[src/rtl/ps2_pkg.sv]
// ps2_pkg: shared PS/2 types, command codes and parity helper.
// Used by the host transmitter and the keyboard receive path.
package ps2_pkg;

    typedef enum logic [2:0] {
        IDLE,
        INHIBIT,
        REQ,
        SEND,
        ACK,
        WAIT_IDLE,
        FINISH
    } ps2_tx_state_t;

    localparam logic [7:0] PS2_CMD_SET_LEDS = 8'hED;
    localparam logic [7:0] PS2_CMD_RESET    = 8'hFF;
    localparam logic [7:0] PS2_CMD_ECHO     = 8'hEE;

    function automatic logic ps2_odd_parity(input logic [7:0] d);
        return ~^d;
    endfunction

endpackage

[src/rtl/ps2_host_tx_if.sv]
// ps2_host_tx_if: command handshake, result flags and PS/2 pad signals.
// master = command source / pad side, slave = transmitter.
interface ps2_host_tx_if;
    import ps2_pkg::*;

    logic [7:0] tx_data;
    logic       tx_valid;
    logic       tx_ready;
    logic       ps2_clk_in;
    logic       ps2_data_in;
    logic       ps2_clk_oe;
    logic       ps2_data_oe;
    logic       done;
    logic       ack_ok;
    logic       err;

    modport master (
        output tx_data, tx_valid, ps2_clk_in, ps2_data_in,
        input  tx_ready, ps2_clk_oe, ps2_data_oe, done, ack_ok, err
    );

    modport slave (
        input  tx_data, tx_valid, ps2_clk_in, ps2_data_in,
        output tx_ready, ps2_clk_oe, ps2_data_oe, done, ack_ok, err
    );

endinterface

[src/rtl/ps2_line_sync.sv]
// ps2_line_sync: 2-FF synchronizer for PS/2 clock/data plus clock fall.
// Resets to the idle (high) bus level so no false fall follows reset.
module ps2_line_sync (
    input  logic clk,
    input  logic res,
    input  logic clk_pad,
    input  logic data_pad,
    output logic clk_s,
    output logic data_s,
    output logic fall
);
    logic [1:0] c_ff;
    logic [1:0] d_ff;
    logic       c_prev;

    always_ff @(posedge clk or posedge res) begin
        if (res) begin
            c_ff   <= 2'b11;
            d_ff   <= 2'b11;
            c_prev <= 1'b1;
        end else begin
            c_ff   <= {c_ff[0], clk_pad};
            d_ff   <= {d_ff[0], data_pad};
            c_prev <= c_ff[1];
        end
    end

    assign clk_s  = c_ff[1];
    assign data_s = d_ff[1];
    assign fall   = c_prev & ~c_ff[1];

endmodule

[src/rtl/ps2_host_tx.sv]
// ps2_host_tx: PS/2 host-to-device command transmitter with ACK check.
// Define PS2_TX_RETRY_EN to retry NACK/timeout up to two times.
module ps2_host_tx
    import ps2_pkg::*;
#(
    parameter int INHIBIT_CYCLES = 5000,
    parameter int TIMEOUT_CYCLES = 750000,
    parameter int CNT_W          = 20
) (
    input logic          clk,
    input logic          res,
    ps2_host_tx_if.slave bus
);
    localparam logic [CNT_W-1:0] INH_PRE  = CNT_W'(INHIBIT_CYCLES - 2);
    localparam logic [CNT_W-1:0] INH_LAST = CNT_W'(INHIBIT_CYCLES - 1);
    localparam logic [CNT_W-1:0] TO_LAST  = CNT_W'(TIMEOUT_CYCLES - 1);

    ps2_tx_state_t    state_q, state_d;
    logic [CNT_W-1:0] cnt_q, cnt_d;
    logic [9:0]       shift_q, shift_d;
    logic [3:0]       n_q, n_d;
    logic             fail_q, fail_d;
    logic             clk_oe_q, clk_oe_d;
    logic             data_oe_q, data_oe_d;
    logic             ready_q, done_q, ack_q, err_q;
    logic             clk_s, data_s, fall;
    logic             timed, timeout, accept;
`ifdef PS2_TX_RETRY_EN
    logic [1:0]       retry_q, retry_d;
`endif

    ps2_line_sync u_sync (
        .clk     (clk),
        .res     (res),
        .clk_pad (bus.ps2_clk_in),
        .data_pad(bus.ps2_data_in),
        .clk_s   (clk_s),
        .data_s  (data_s),
        .fall    (fall)
    );

    assign accept  = bus.tx_valid & ready_q;
    assign timed   = state_q inside {REQ, SEND, ACK, WAIT_IDLE};
    assign timeout = timed & ~fall & (cnt_q == TO_LAST);

    always_comb begin
        state_d   = state_q;
        cnt_d     = cnt_q;
        shift_d   = shift_q;
        n_d       = n_q;
        fail_d    = fail_q;
        clk_oe_d  = clk_oe_q;
        data_oe_d = data_oe_q;
`ifdef PS2_TX_RETRY_EN
        retry_d   = retry_q;
`endif
        if (timed) cnt_d = fall ? '0 : cnt_q + 1'b1;
        unique case (state_q)
            IDLE: begin
                if (accept) begin
                    // bit 9 is the stop slot: ~1 releases data
                    shift_d = {1'b1, ps2_odd_parity(bus.tx_data), bus.tx_data};
                    cnt_d     = '0;
                    fail_d    = 1'b0;
                    clk_oe_d  = 1'b1;
                    data_oe_d = 1'b0;
`ifdef PS2_TX_RETRY_EN
                    retry_d   = '0;
`endif
                    state_d   = INHIBIT;
                end
            end
            INHIBIT: begin
                cnt_d    = cnt_q + 1'b1;
                clk_oe_d = 1'b1;
                if (cnt_q == INH_PRE) data_oe_d = 1'b1;
                if (cnt_q == INH_LAST) begin
                    clk_oe_d = 1'b0;
                    cnt_d    = '0;
                    n_d      = '0;
                    state_d  = REQ;
                end
            end
            REQ: begin
                if (fall) state_d = SEND;
            end
            SEND: begin
                if (fall) begin
                    data_oe_d = ~shift_q[n_q];
                    n_d       = n_q + 4'd1;
                    if (n_q == 4'd9) state_d = ACK;
                end
            end
            ACK: begin
                if (fall) begin
                    fail_d  = data_s;
                    state_d = WAIT_IDLE;
                end
            end
            WAIT_IDLE: begin
                if (clk_s && data_s) state_d = FINISH;
            end
            FINISH: state_d = IDLE;
            default: state_d = IDLE;
        endcase
        if (timeout) begin
            clk_oe_d  = 1'b0;
            data_oe_d = 1'b0;
            fail_d    = 1'b1;
            state_d   = FINISH;
        end
`ifdef PS2_TX_RETRY_EN
        if (state_d == FINISH && fail_d && retry_q != 2'd2) begin
            retry_d   = retry_q + 2'd1;
            fail_d    = 1'b0;
            cnt_d     = '0;
            clk_oe_d  = 1'b1;
            data_oe_d = 1'b0;
            state_d   = INHIBIT;
        end
`endif
    end

    always_ff @(posedge clk or posedge res) begin
        if (res) begin
            state_q   <= IDLE;
            cnt_q     <= '0;
            shift_q   <= '0;
            n_q       <= '0;
            fail_q    <= 1'b0;
            clk_oe_q  <= 1'b0;
            data_oe_q <= 1'b0;
            ready_q   <= 1'b0;
            done_q    <= 1'b0;
            ack_q     <= 1'b0;
            err_q     <= 1'b0;
        end else begin
            state_q   <= state_d;
            cnt_q     <= cnt_d;
            shift_q   <= shift_d;
            n_q       <= n_d;
            fail_q    <= fail_d;
            clk_oe_q  <= clk_oe_d;
            data_oe_q <= data_oe_d;
            ready_q   <= (state_d == IDLE);
            done_q    <= (state_d == FINISH);
            ack_q     <= (state_d == FINISH) & ~fail_d;
            err_q     <= (state_d == FINISH) & fail_d;
        end
    end

`ifdef PS2_TX_RETRY_EN
    always_ff @(posedge clk or posedge res) begin
        if (res) retry_q <= '0;
        else     retry_q <= retry_d;
    end
`endif

    assign bus.tx_ready    = ready_q;
    assign bus.ps2_clk_oe  = clk_oe_q;
    assign bus.ps2_data_oe = data_oe_q;
    assign bus.done        = done_q;
    assign bus.ack_ok      = ack_q;
    assign bus.err         = err_q;

endmodule

[src/flat_wrapper.sv]
// flat-port wrapper written by rule: the top's interface ports become plain ports
module ps2_host_tx_flat import ps2_pkg::*;
#(
    parameter int INHIBIT_CYCLES = 5000,
    parameter int TIMEOUT_CYCLES = 750000,
    parameter int CNT_W          = 20
)
  (clk, res, bus_tx_data, bus_tx_valid, bus_ps2_clk_in, bus_ps2_data_in, bus_tx_ready, bus_ps2_clk_oe, bus_ps2_data_oe, bus_done, bus_ack_ok, bus_err);
  ps2_host_tx_if bus_i ();
  input logic clk;
  input logic res;
  input wire logic [$bits(bus_i.tx_data)-1:0] bus_tx_data;
  input wire logic [$bits(bus_i.tx_valid)-1:0] bus_tx_valid;
  input wire logic [$bits(bus_i.ps2_clk_in)-1:0] bus_ps2_clk_in;
  input wire logic [$bits(bus_i.ps2_data_in)-1:0] bus_ps2_data_in;
  output wire logic [$bits(bus_i.tx_ready)-1:0] bus_tx_ready;
  output wire logic [$bits(bus_i.ps2_clk_oe)-1:0] bus_ps2_clk_oe;
  output wire logic [$bits(bus_i.ps2_data_oe)-1:0] bus_ps2_data_oe;
  output wire logic [$bits(bus_i.done)-1:0] bus_done;
  output wire logic [$bits(bus_i.ack_ok)-1:0] bus_ack_ok;
  output wire logic [$bits(bus_i.err)-1:0] bus_err;
  assign bus_i.tx_data = bus_tx_data;
  assign bus_i.tx_valid = bus_tx_valid;
  assign bus_i.ps2_clk_in = bus_ps2_clk_in;
  assign bus_i.ps2_data_in = bus_ps2_data_in;
  assign bus_tx_ready = bus_i.tx_ready;
  assign bus_ps2_clk_oe = bus_i.ps2_clk_oe;
  assign bus_ps2_data_oe = bus_i.ps2_data_oe;
  assign bus_done = bus_i.done;
  assign bus_ack_ok = bus_i.ack_ok;
  assign bus_err = bus_i.err;
  ps2_host_tx #(.INHIBIT_CYCLES(INHIBIT_CYCLES), .TIMEOUT_CYCLES(TIMEOUT_CYCLES), .CNT_W(CNT_W)) u_core (.clk(clk), .res(res), .bus(bus_i));
endmodule
[config.mk]
export PLATFORM = sky130hd
export DESIGN_NAME = ps2_host_tx_flat
export DESIGN_NICKNAME = d
export VERILOG_FILES = /design/src/rtl/ps2_pkg.sv /design/src/rtl/ps2_host_tx_if.sv /design/src/rtl/ps2_line_sync.sv /design/src/rtl/ps2_host_tx.sv /design/src/flat_wrapper.sv
export SDC_FILE = /design/constraint.sdc
export NUM_CORES = 1
export LEC_CHECK = 0
export BUFFER_PORTS_ARGS = -buffer_cell sky130_fd_sc_hd__buf_2
export CORE_ASPECT_RATIO = 1.1
export CORE_UTILIZATION = 39
export CTS_CLUSTER_DIAMETER = 200
export DETAILED_ROUTE_END_ITERATION = 12
export PLACE_DENSITY = 0.57
export SYNTH_ARGS = -nofsm -noshare
export SYNTH_HDL_FRONTEND = slang
export SYNTH_HIERARCHICAL = 1
export SYNTH_SLANG_ARGS = --single-unit
[constraint.sdc]
create_clock -name clk -period 2.9 [get_ports clk]
set_input_delay 0 -clock clk [delete_from_list [all_inputs] [get_ports clk]]
set_output_delay 0 -clock clk [all_outputs]
set_load 0.01 [all_outputs]
==> impl_metrics.csv <==
group,metric,value,unit
run_status,outcome,"completed",
routing,drt-total-wl,6320,µm
floorplan,die_h,90.2,µm
setup_path,endpoint_kind,"register",
routing,num_vias,2274,
floorplan,die_area,7410,µm²
floorplan,boundaryPins,19,
setup_path,slowest_delay,520,ps
floorplan,rows,31,
clocking,cts_root_buf,"clkbuf_8",
global_routing,grt_max_degree,45,
final_layout,utilization,0.471,
setup_path,endpoint,"u_core/cnt_q[9]",
routing,drtPass1Iterations,4,
clocking,htree_levels,2,
logic_synthesis,synth.avg_cell_area,9.26,µm²
sta,slew_viol_final,0,
global_routing,grt_pass1_wl,11000,µm
run,cap_violations,0,
logic_synthesis,ys_top_cells_by_count,"dfrtp_1, nand2_1, nor2_1, o21ai_0, inv_1",
logic_synthesis,syn_nets,315,
pwr,p_per_area,376,nW/µm²
pwr,ir_drop,218,µV
placed_design,placed_area,2950,µm²
floorplan,core_area,6710,µm²
routing,ant_nets,0,
clocking,clk_pin_slew,100,ps
global_routing,grt_usage,0.193,
clocking,cts_tree,"built",
setup_path,crit_start,"u_core/cnt_q[5]",
floorplan,dieWidth,82.2,µm
setup_path,crit_path_cell_trace,"or4b_1, nor4_1, a31oi_1, nor2_2, o211ai_1",
final_layout,fill_cells,641,
setup_path,critPathSlowestCell,"or4b_1",
sta,fin_setup_tns,0,ps
clocking,post_cts_buffers,0,
logic_synthesis,synthFlopType,"dfrtp_1",
hold_path,min_path_type,"in -> reg",
clocking,cts_buffer_depth,2,
clocking,cts.sinks,49,
sta,whs,82.2,ps
routing,via_per_inst,5.53,
final_layout,instances_no_fill,411,
setup_path,r2r_start,"u_core/cnt_q[5]",
logic_synthesis,synth_cell_types,49,
final_layout,finalInstanceArea,3160,µm²
logic_synthesis,synth_cells,298,
sta,worst_slew_pin_slew,930,ps
sta,max_freq,393,MHz
placed_design,dp_cells,392,
clocking,worstSkewPairLatency,310,ps
final_layout,diodes,0,
placed_design,pre_cts_slack,423,ps
logic_synthesis,ys_seq_area_frac,0.447,
routing,drt_iter0_drc,144,
sta,finalCriticalPeriod,2550,ps
sta,rsz0062_at_grt,"no",
logic_synthesis,yosys-top-cells-area,"dfrtp_1, nand2_1, dfstp_2",
clocking,cts_resized,0,
sta,relSlewSlack,0.379,
logic_synthesis,ys.warnings.count,6,
final_layout,nNetsFinal,345,
pwr,cellLeakagePower,1.36,nW
sta,setup_viol,0,
global_routing,overflow,0,
logic_synthesis,netlist.area_leader.share,0.399,
global_routing,antenna_found_initial,0,
routing,drc_errors,0,
final_layout,drive_gt1_frac,0.179,
sta,report.final.hold_viol_count,0,
clocking,cts_buffers,5,
setup_path,cp.arrival,2710,ps
logic_synthesis,synth_area,2760,µm²
sta,fin_crit_sh,0.878,
logic_synthesis,synth_edf_count,0,
placed_design,place.port_buffers,18,
placed_design,hpwl,4460,µm
setup_path,r2r_setup_slack,350,ps
routing,wl_per_cell,15.4,µm
setup_path,critPathMaxFanout,10,
setup_path,worstSetupPathType,"reg -> reg",
sta,skew,13.1,ps
logic_synthesis,synth_async_sr_flop_share,1.00,
placed_design,gp_congestion,0.812,
final_layout,area_growth,14.5,%
floorplan,initial_core_util,0.411,
global_routing,grt_pass1_vias,2145,
logic_synthesis,synth-seq-cells,49,
setup_path,r2r_cells,5,
sta,setup_slack,355,ps
logic_synthesis,yosysTopAreaCell,"dfrtp_1",
logic_synthesis,synth.most_common_cell,"dfrtp_1",
setup_path,cp_data_required_time,3070,ps
pwr,p_total,1.19,mW
setup_path,r2r_end,"u_core/cnt_q[9]",
setup_path,cp-start-kind,"register",
[metal layers]
| metal | vias to the layer above | wire length (µm) | GRT usage |
|---|---|---|---|
| li1 | 1145 | - | - |
| met1 | 1067 | 3100 | 0.288 |
| met2 | 54 | 2850 | 0.278 |
| met3 | 8 | 262 | 0.0355 |
| met4 | 0 | 93 | 0.0599 |
| met5 | - | 0 | 0 |
[worst max-delay path: cells and delay by family (launching register included)]
kind            cells  cell delay, ps
compound gates      2             540
flops               1             480
simple gates        3            1380
[cell usage in the layout (no fill, tap or decap), drive strengths merged, types with 2 or more instances in the layout]
cell type	netlist	routed
a21oi	12	12
a31oi	6	6
and3	6	6
and4	5	5
buf	4	25
clkbuf	9	6
dfrtp	44	44
dfstp	5	5
dlygate4sd3	0	11
ha	4	4
inv	15	16
mux2	10	10
mux4	2	2
nand2	36	36
nand2b	5	5
nand3	9	9
nand4	10	10
nand4b	2	2
nor2	24	24
nor2b	6	6
nor3	3	3
nor4	6	6
o2111ai	4	4
o211ai	13	13
o21ai	23	23
o21bai	2	2
o22ai	4	4
o31ai	2	2
or2	2	2
or3	4	4
xnor2	7	7
xor2	2	2
[power breakdown]
group	internal [mW]	total [mW]	switching [mW]	leakage, nW
registers	0.689	0.691	0.00226	0.642
clock network	0.198	0.437	0.239	0.0518
logic	0.0289	0.0586	0.0297	0.662
total	0.916	1.19	0.271	1.36
[how the worst min path moves through the flow]
stage               startpoint                      to  slack (ps)  depth (start not counted)
2_1_floorplan              res   u_core/u_sync/c_ff[0]         -20                          1
3_3_place_gp   bus_ps2_data_in   u_core/u_sync/d_ff[0]         110                          1
3_5_place_dp    bus_ps2_clk_in   u_core/u_sync/c_ff[0]         110                          1
4_1_cts           bus_tx_valid  u_core/bus.ps2_data_oe          70                          4
5_1_grt           bus_tx_valid  u_core/bus.ps2_data_oe         110                          4
6_report          bus_tx_valid  u_core/bus.ps2_data_oe          80                          4
[logic make-up after synthesis]
logic type                 after synthesis  share of synthesized area
adders and majority gates                4                     0.0181
xor gates and xnor gates                 9                     0.0286
muxes                                   13                     0.0608
buffers and inverters                   28                     0.0404
and+or+nand+nor                        124                      0.244
AOI/OAI and AO/OA                       71                      0.161
DFF                                     49                      0.447
[final cells by class]
cell class | instances | area, µm² | area share
sequential | 49 | 1230 | 0.390
clock inverter | 2 | 17.5 | 0.00554
inverter | 15 | 56.3 | 0.0178
clock buffer | 6 | 82.6 | 0.0261
timing repair buffer | 36 | 253 | 0.0800
tap | 82 | 103 | 0.0325
multi-input combinational | 221 | 1420 | 0.448
[repair_timing]
item                                    4_1_cts  5_1_grt
hold endpoints to repair                     59        0
endpoints found under the setup margin        0        0
hold buffers                                 11        0
[registers in the layout, summed over array words and instances, names as in the netlist]
register,cells
u_core/n_q,4
u_core/cnt_q,20
u_core/bus.ps2_clk_oe,1
u_core/bus.ps2_data_oe,1
u_core/shift_q,10
u_core/bus.ack_ok,1
u_core/bus.err,1
u_core/u_sync/c_prev,1
u_core/bus.done,1
u_core/state_q,3
u_core/u_sync/d_ff,2
u_core/bus.tx_ready,1
u_core/u_sync/c_ff,2
u_core/fail_q,1
Power figures use the tool's default switching activity.
